File: config.mk
export PLATFORM = sky130hd
export DESIGN_NAME = rvc_fetch_align
export DESIGN_NICKNAME = d
export VERILOG_FILES = /design/src/rtl/rvc_pkg.sv /design/src/rtl/rvc_fetch_align.sv
export SDC_FILE = /design/constraint.sdc
export NUM_CORES = 1
export LEC_CHECK = 0
export BUFFER_PORTS_ARGS = -buffer_cell sky130_fd_sc_hd__buf_4
export CAP_MARGIN = 5
export CORE_MARGIN = 2
export CORE_UTILIZATION = 43
export CTS_CLUSTER_SIZE = 14
export DETAILED_ROUTE_END_ITERATION = 16
export HOLD_SLACK_MARGIN = 0.06
export PLACE_DENSITY = 0.8
export SETUP_SLACK_MARGIN = 0.02
export SYNTH_ARGS = -nofsm -noshare
export SYNTH_HDL_FRONTEND = slang
export SYNTH_SLANG_ARGS = --single-unit
File: constraint.sdc
create_clock -name clk -period 2 [get_ports clk]
set_input_delay 0.6 -clock clk [delete_from_list [all_inputs] [get_ports clk]]
set_output_delay 0.6 -clock clk [all_outputs]
set_load 0.02 [all_outputs]
File: src/rtl/rvc_pkg.sv
// Shared types and constants for the RVC fetch aligner: buffer occupancy states,
// halfword geometry and the opcode quadrant that marks a 32-bit instruction.
package rvc_pkg;

  localparam int         HW_W      = 16;
  localparam int         BUF_SLOTS = 3;
  localparam logic [1:0] QUAD_32   = 2'b11;

  typedef enum logic [1:0] {
    S_EMPTY = 2'd0,
    S_HALF  = 2'd1,
    S_FULL  = 2'd2,
    S_OVER  = 2'd3
  } state_e;

  function automatic logic is_cmpr(input logic [HW_W-1:0] hw);
    return hw[1:0] != QUAD_32;
  endfunction

endpackage

File: src/rtl/rvc_fetch_align.sv
// Fetch aligner: turns 32-bit fetch words into 16/32-bit instructions with PCs.
// Define RVC_ALIGN_EN for compressed support; otherwise every word is one 32-bit instruction.
module rvc_fetch_align
  import rvc_pkg::*;
(
  input  logic        clk,
  input  logic        rst_n,
  input  logic        fetch_valid,
  input  logic [31:0] fetch_data,
  output logic        fetch_ready,
  input  logic        redirect,
  input  logic [31:0] redirect_pc,
  output logic        ins_valid,
  input  logic        ins_ready,
  output logic [31:0] ins,
  output logic [31:0] ins_pc,
  output logic        ins_cmpr,
  output logic        ins_zero
);

`ifdef RVC_ALIGN_EN
  state_e          state_q, state_d;
  logic [HW_W-1:0] hw_q [BUF_SLOTS];
  logic [HW_W-1:0] hw_d [BUF_SLOTS];
  logic [HW_W-1:0] hw_s [BUF_SLOTS];
  logic [31:0]     pc_q, pc_d;
  logic            drop_lo_q, drop_lo_d;
  logic [1:0]      cnt, cnt_s, cnt_n;
  logic            hw0_cmpr, fire, accept;

  assign cnt         = state_q;
  assign hw0_cmpr    = is_cmpr(hw_q[0]);
  assign ins_valid   = !redirect && ((cnt != 2'd0 && hw0_cmpr) || cnt >= 2'd2);
  assign fetch_ready = (cnt <= 2'd1) && !redirect;
  assign fire        = ins_valid && ins_ready;
  assign accept      = fetch_valid && fetch_ready;

  // Slots above cnt are always zero, so an empty or partial buffer presents zeros.
  assign ins      = hw0_cmpr ? {16'h0, hw_q[0]} : {hw_q[1], hw_q[0]};
  assign ins_pc   = pc_q;
  assign ins_cmpr = (cnt != 2'd0) && hw0_cmpr;
  assign ins_zero = (hw_q[0] == '0);

  always_comb begin
    hw_s  = hw_q;
    cnt_s = cnt;
    if (fire) begin
      if (hw0_cmpr) begin
        hw_s[0] = hw_q[1];
        hw_s[1] = hw_q[2];
        hw_s[2] = '0;
        cnt_s   = cnt - 2'd1;
      end else begin
        hw_s[0] = hw_q[2];
        hw_s[1] = '0;
        hw_s[2] = '0;
        cnt_s   = cnt - 2'd2;
      end
    end
  end

  // Append lands after the post-consume contents; fetch_ready guarantees cnt_s <= 1.
  always_comb begin
    hw_d      = hw_s;
    cnt_n     = cnt_s;
    drop_lo_d = drop_lo_q;
    pc_d      = pc_q;
    if (fire) pc_d = pc_q + (hw0_cmpr ? 32'd2 : 32'd4);
    if (accept) begin
      if (drop_lo_q) begin
        for (int i = 0; i < BUF_SLOTS; i++)
          if (2'(i) == cnt_s) hw_d[i] = fetch_data[31:16];
        cnt_n     = cnt_s + 2'd1;
        drop_lo_d = 1'b0;
      end else begin
        for (int i = 0; i < BUF_SLOTS; i++) begin
          if (2'(i) == cnt_s)              hw_d[i] = fetch_data[15:0];
          else if (2'(i) == cnt_s + 2'd1)  hw_d[i] = fetch_data[31:16];
        end
        cnt_n = cnt_s + 2'd2;
      end
    end
    if (redirect) begin
      hw_d      = '{default: '0};
      cnt_n     = 2'd0;
      pc_d      = redirect_pc;
      drop_lo_d = redirect_pc[1];
    end
    state_d = state_e'(cnt_n);
  end

  always_ff @(posedge clk) begin
    if (!rst_n) begin
      state_q   <= S_EMPTY;
      hw_q      <= '{default: '0};
      pc_q      <= '0;
      drop_lo_q <= 1'b0;
    end else begin
      state_q   <= state_d;
      hw_q      <= hw_d;
      pc_q      <= pc_d;
      drop_lo_q <= drop_lo_d;
    end
  end

`else
  logic [31:0] word_q, word_d;
  logic [31:0] pc_q, pc_d;
  logic        valid_q, valid_d;
  logic        fire, accept;
  logic        unused_pc_lo;

  // Word-aligned PCs only: the low redirect bits carry no information here.
  assign unused_pc_lo = ^redirect_pc[1:0];

  assign ins_valid   = valid_q && !redirect;
  assign fire        = ins_valid && ins_ready;
  assign fetch_ready = (!valid_q || fire) && !redirect;
  assign accept      = fetch_valid && fetch_ready;
  assign ins         = word_q;
  assign ins_pc      = pc_q;
  assign ins_cmpr    = 1'b0;
  assign ins_zero    = (word_q[15:0] == 16'h0);

  always_comb begin
    word_d  = word_q;
    valid_d = valid_q;
    pc_d    = pc_q;
    if (fire) begin
      word_d  = '0;
      valid_d = 1'b0;
      pc_d    = pc_q + 32'd4;
    end
    if (accept) begin
      word_d  = fetch_data;
      valid_d = 1'b1;
    end
    if (redirect) begin
      word_d  = '0;
      valid_d = 1'b0;
      pc_d    = {redirect_pc[31:2], 2'b00};
    end
  end

  always_ff @(posedge clk) begin
    if (!rst_n) begin
      word_q  <= '0;
      valid_q <= 1'b0;
      pc_q    <= '0;
    end else begin
      word_q  <= word_d;
      valid_q <= valid_d;
      pc_q    <= pc_d;
    end
  end
`endif

endmodule

==> results.py, run 1 <==
metrics = {
    "min_path": {
        "hold_path_class": "input pin to flop",
        "holdPathStages": 3,
    },
    "power": {
        "power.switching_uw": 890,
        "powerDensity_nw_per_um2": 648,
        "power.internal_mw": 2.20,
        "ir_drop_uv": 416,
        "clockPowerShare": 0.371,
        "p_sw_frac": 0.288,
        "power_frac_seq": 0.442,
        "total_power_mw": 3.09,
        "power.leakage_nw": 2.16,
        "comb_power_share": 0.187,
    },
    "timing": {
        "period_share": 0.981,
        "hold_violations": 0,
        "maxSlewViolCount": 0,
        "fmax_ghz": 0.509,
        "min_period_ns": 1.96,
        "setup_viol": 0,
        "rsz0062_at_grt": "yes",
        "finalClockSkew_ns": 0.0104,
    },
    "synth": {
        "synth-async-reset-ratio": 0,
        "synth_top_cell_by_area": "dfxtp_1",
        "syn_avg_cell_area_um2": 8.63,
        "synth_seq_cells": 63,
        "netlist_area_um2": 3190,
        "synth.top_cell.area_share": 0.395,
        "synth_commonest_cells": "dfxtp_1, nor2_1, mux2i_1",
        "synth-edff-count": 0,
        "ys_types": 48,
        "synth_most_common_cell": "dfxtp_1",
        "synth_warnings": 0,
        "synthTopCellsByArea": "dfxtp_1, mux2i_1, and2_1",
        "syn_inst": 370,
        "ys.flop_type": "dfxtp_1",
        "ys_seq_area_frac": 0.395,
    },
    "clocking": {
        "clk_latency_ns": 0.35,
        "cts_buffer_depth": 2,
        "cts_sinks": 63,
        "path_clk_slew_ns": 0.08,
        "ctsHoldBuffers": 0,
        "cts_buffers": 9,
        "cts_tree": "done",
        "clock-root-buffer": "clkbuf_8",
        "htreeDepth": 3,
    },
    "grt": {
        "overflow": 0,
        "track_usage": 0.225,
        "grt_pass1_vias": 3291,
        "grt_pass1_wl_mm": 15.2,
        "grt_max_degree": 41,
        "antenna_found_initial": 0,
    },
    "floorplan": {
        "row_count": 31,
        "ios": 137,
        "fp.dieW_um": 90.2,
        "die_area_um2": 8130,
        "core_um2": 7210,
        "start_util": 0.442,
        "die_h_um": 90.2,
    },
    "final_layout": {
        "fin_util": 0.660,
        "n_antenna_cell": 0,
        "final_nets": 597,
        "syn2layout_area_growth_pct": 49.1,
        "final_cell_count_no_fill": 631,
        "design_area_um2": 4760,
        "drive_above_1_share": 0.382,
    },
    "critical_path": {
        "worstSetupPathType": "flop to primary output",
        "critical-path-top-delay-family": "simple AND/OR/NAND/NOR gates",
        "worstSetupEndpointType": "primary output",
        "cp_max_fo": 2,
        "cp.required_ns": 1.40,
        "rr_worst_depth": 4,
        "max_stage_delay_ns": 0.34,
        "slowest_stage": "dfxtp_2",
        "critPathLaunchType": "flop",
        "cp.depth": 3,
        "arrival_ns": 1.36,
        "cp_cell_sequence": "nor4_4, and4_1, buf_6",
        "critPathBufInv": 1,
    },
    "routing": {
        "avgViaCountPerCell": 5.37,
        "ant_nets": 0,
        "routed_wl_mm": 9.24,
        "drt_first_pass_iters": 4,
        "wire_per_inst_um": 14.6,
        "first_iter_violations": 143,
        "drc": 0,
        "vias": 3391,
    },
    "run_status": {
        "status": "completed",
    },
    "placed_design": {
        "place_congestion": 0.837,
        "numPortBuffers": 131,
        "placed_area_um2": 4490,
        "hpwl_mm": 6.86,
        "dp.cells": 612,
    },
    "flow_run": {
        "drv_cap": 0,
    },
}
[kinds of logic (layout without fill, tap and decap cells)]
family,count (synthesis),after routing,synth area share
adder cells (fa/ha/maj),1,1,0.00392
other,1,3,0.00117
AO/OA/AOI/OAI,65,65,0.127
multiplexers,34,34,0.107
AND/OR/NAND/NOR,160,160,0.286
flip-flops,63,63,0.395
XOR/XNOR,13,13,0.0357
buffers and inverters,33,193,0.0447
[area by class of cell]
cell class / instances / area (um^2)
Multi-Input combinational cell: 276 / 1830
Inverter: 8 / 30.0
Clock buffer: 9 / 124
Timing Repair Buffer: 169 / 1300
Sequential cell: 63 / 1270
Tap cell: 99 / 124
Fill cell: 617 / 2460
Clock inverter: 7 / 81.3
[power groups by stage]
stage | Clock [mW] | Combinational, mW | Sequential, mW
final | 1.14 | 0.576 | 1.36
after global routing | 1.23 | 0.619 | 1.37
after CTS | 1.17 | 0.576 | 1.36
after detailed placement | 0 | 0.569 | 1.39
after global placement | 0 | 0.558 | 1.39
after floorplan | 0 | 0.203 | 1.47
[routing by layer]
layer	global-route usage	up-vias	wire length (um)
li1	-	1651	-
met1	0.262	1593	3750
met2	0.392	133	4540
met3	0.0671	14	803
met4	0.0782	0	144
met5	0	-	0
[flip-flops by register name, summed over array words and instances, names as in the netlist]
name and flops:
ins 32, ins_pc 30, valid_q 1
[tightest hold or removal path: stages]
cell and delay [ns]:
buf_4 0.08, mux2i_1 0.05, nor2_1 0.07
[stage by stage]
| stage | setup slack, ns | hold WS [ns] | TNS (ns) |
|---|---|---|---|
| 3_5_place_dp | -0.139 | 0.534 | -0.477 |
| 6_report | 0.0370 | 0.480 | 0 |
| 2_1_floorplan | -0.0713 | 0.539 | -0.116 |
| 5_1_grt | -0.0221 | 0.475 | -0.0221 |
| 3_3_place_gp | -0.0906 | 0.515 | -0.290 |
| 4_1_cts | 0.00397 | 0.474 | 0 |
[placed cells by master (no fill, tap or decap), types with 4 or more instances in the layout]
| master | count |
|---|---|
| buf_4 | 166 |
| dfxtp_1 | 57 |
| nor2_1 | 46 |
| mux2i_1 | 34 |
| and2_1 | 33 |
| o21ai_0 | 25 |
| nand2_1 | 12 |
| a211oi_1 | 12 |
| nand4_1 | 11 |
| xnor2_1 | 11 |
| nor3_1 | 10 |
| nor4_1 | 9 |
| a21oi_1 | 9 |
| clkbuf_8 | 9 |
| inv_1 | 7 |
| a31oi_1 | 7 |
| and4_1 | 6 |
| nand3_1 | 6 |
| dfxtp_2 | 6 |
| or3_1 | 4 |
[worst paths after layout]
path | slack (ns) | start | to
worst min register to register | 0.54 | valid_q$_SDFFE_PP0P_ | valid_q$_SDFFE_PP0P_
worst max-delay path | 0.04 | ins[0]$_SDFFE_PP0P_ | ins_zero
worst max register to register | 0.11 | ins_pc[9]$_SDFFE_PN0P_ | ins_pc[29]$_SDFFE_PN0P_
worst min-delay path | 0.48 | fetch_data[31] | ins[31]$_SDFFE_PP0P_
[timing repair]
action,4_1_cts,5_1_grt
endpoints found under the hold margin,0,0
pin swaps,2,2
setup buffers,1,2
gates cloned,0,0
gates resized for setup,6,3
endpoints found under the setup margin,2,6
(Power assumes the default switching activity.)
==> inputs of run 2 (changes only) <==
--- a/config.mk
+++ b/config.mk
@@ -8,11 +8,11 @@
 export BUFFER_PORTS_ARGS = -buffer_cell sky130_fd_sc_hd__buf_4
 export CAP_MARGIN = 5
 export CORE_MARGIN = 2
-export CORE_UTILIZATION = 43
+export CORE_UTILIZATION = 51
 export CTS_CLUSTER_SIZE = 14
 export DETAILED_ROUTE_END_ITERATION = 16
 export HOLD_SLACK_MARGIN = 0.06
-export PLACE_DENSITY = 0.8
+export PLACE_DENSITY = 0.89
 export SETUP_SLACK_MARGIN = 0.02
 export SYNTH_ARGS = -nofsm -noshare
 export SYNTH_HDL_FRONTEND = slang
==> constraint.sdc (replaced) <==
create_clock -name clk -period 2.5 [get_ports clk]
set_input_delay 0.75 -clock clk [delete_from_list [all_inputs] [get_ports clk]]
set_output_delay 0.75 -clock clk [all_outputs]
set_load 0.02 [all_outputs]
==> run 2 against run 1 <==
Non-clock buffer count down 25. Global-route usage up 5.1 points. Clock skew is 0.0017 ns lower. Register-to-register slack gained 0.28 ns. Wire length grew 2.7%. Cell area shrank 6.7%. Largest power group unchanged. First-iteration DRC count up 62%. Largest cell class unchanged. Clock power fell by 32%. Critical path depth stayed put. Sequential power fell by 18%. Clock-buffer cell count rose by 2. Die area decreased by 15%. Critical endpoint unchanged.
==> results.py, run 2 (synthesis gave the netlist of run 1 again) <==
metrics = {
    "timing": {
        "finalClockSkew_ns": 0.00869,
        "fin_setup_tns_ns": 0,
        "fmax_ghz": 0.467,
        "setup_viol": 0,
        "maxSlewViolCount": 0,
        "hold_slack_ns": 0.528,
        "rsz0062_at_grt": "no",
        "min_period_ns": 2.14,
        "period_share": 0.857,
        "hold_violations": 0,
    },
    "power": {
        "power.leakage_nw": 2.01,
        "total_power_mw": 2.29,
        "powerDensity_nw_per_um2": 516,
        "ir_drop_uv": 380,
    },
    "floorplan": {
        "row_count": 28,
        "fp.dieW_um": 83.1,
        "die_h_um": 83.1,
        "die_area_um2": 6910,
        "start_util": 0.533,
        "ios": 137,
        "core_um2": 5990,
    },
    "final_layout": {
        "syn2layout_area_growth_pct": 39.0,
        "final_cell_mix": "buf_4, dfxtp_1, nor2_1",
        "fill_cells": 445,
        "final_nets": 572,
        "design_area_um2": 4440,
        "n_antenna_cell": 0,
        "largest_register_ffs": 32,
        "drive_above_1_share": 0.328,
        "final_common_cell": "buf_4",
    },
    "critical_path": {
        "cp_cell_sequence": "nor4_1, and4_1, buf_4",
        "worstSetupEndpointType": "primary output",
        "reg2reg_from": "ins_pc[12]$_SDFFE_PN0P_",
        "reg2reg_setup_slack_ns": 0.39,
        "arrival_ns": 1.39,
        "worstReg2RegEnd": "ins_pc[25]$_SDFFE_PN0P_",
        "rr_worst_depth": 4,
        "cp.required_ns": 1.75,
        "worstSetupPathType": "flop to primary output",
        "critPathLaunchType": "flop",
        "max_stage_delay_ns": 0.35,
        "cp_max_fo": 3,
        "slowest_stage": "nor4_1",
    },
    "grt": {
        "grt_max_degree": 36,
        "track_usage": 0.276,
        "grt_pass1_wl_mm": 15.7,
        "grt_pass1_vias": 3313,
        "overflow": 0,
        "antenna_found_initial": 0,
    },
    "clocking": {
        "clock-root-buffer": "clkbuf_8",
        "path_clk_slew_ns": 0.06,
        "clk_latency_ns": 0.34,
        "cts-resized-gates": 0,
        "cts_tree": "done",
        "cts_buffer_depth": 2,
        "ctsHoldBuffers": 0,
        "cts_sinks": 63,
        "htreeDepth": 3,
        "cts_buffers": 9,
        "post_cts_buffers": 0,
    },
    "min_path": {
        "holdPathEnd": "ins_pc[30]$_SDFFE_PN0P_",
        "min-delay-start": "ins_pc[30]$_SDFFE_PN0P_",
        "hold_path_class": "flop to flop",
        "holdPathStages": 2,
    },
    "routing": {
        "drc": 0,
        "wire_per_inst_um": 16.3,
        "routed_wl_mm": 9.49,
        "drt_first_pass_iters": 4,
        "avgViaCountPerCell": 5.75,
        "first_iter_violations": 232,
        "ant_nets": 0,
        "vias": 3342,
    },
    "placed_design": {
        "placed_area_um2": 4270,
        "hpwl_mm": 6.79,
        "place_congestion": 0.849,
        "numPortBuffers": 131,
    },
    "run_status": {
        "status": "completed",
    },
    "flow_run": {
        "drv_cap": 0,
    },
}
-- run 2: cell types whose count changed in the layout (fill, tap and decap cells not counted), sizes merged --
cell,change
bufinv,-1
clkbuf,+2
buf,-25
inv,-2
-- run 2: power breakdown --
part	internal (mW)	total, mW	switching [mW]	leakage, nW
logic	0.207	0.413	0.206	1.41
registers	1.05	1.11	0.0575	0.517
clock network	0.376	0.770	0.394	0.0850
total	1.63	2.29	0.658	2.01
-- run 2: final cells by class --
cell class	instances	area (um^2)	share of cell area
clock buffer	11	141	0.0319
multi-input combinational	276	1800	0.405
sequential	63	1260	0.284
timing repair buffer	144	1090	0.246
tap	75	93.8	0.0211
inverter	8	30.0	0.00677
clock inverter	4	22.5	0.00507
-- run 2: layer usage --
layer,vias to the layer above,global-route usage,share of wire,wire [um]
li1,1597,-,-,-
met2,151,0.462,0.49,4640
met5,-,0,0,0
met1,1572,0.329,0.40,3800
met3,22,0.0934,0.087,821
met4,0,0.0984,0.023,220
-- run 2: how the worst max path moves through the flow --
| stage | startpoint | cells after the start | endpoint | slack (ns) |
|---|---|---|---|---|
| final | ins[5]$_SDFFE_PP0P_ | 3 | ins_zero | 0.36 |
| after global routing | ins_pc[11]$_SDFFE_PN0P_ | 4 | ins_pc[25]$_SDFFE_PN0P_ | 0.26 |
| after CTS | ins[13]$_SDFFE_PP0P_ | 3 | ins_zero | 0.36 |
| after detailed placement | ins_ready | 5 | ins_pc[25]$_SDFFE_PN0P_ | 0.16 |
| after global placement | ins_ready | 5 | ins_pc[20]$_SDFFE_PN0P_ | 0.20 |
| after floorplan | redirect | 4 | fetch_ready | 0.15 |
-- run 2: worst max-delay path, delay by kind of cell (launching register included) --
family,cells,cell delay [ns]
simple gates,2,0.59
buf+inv,1,0.14
flops,1,0.34
-- run 2: through the flow --
stage	util	setup slack (ns)	std cells
3_5_place_dp	0.713	0.159	566
3_3_place_gp	0.713	0.202	566
2_1_floorplan	-	0.154	372
5_1_grt	0.741	0.258	581
4_1_cts	0.741	0.360	581
6_report	0.741	0.358	581
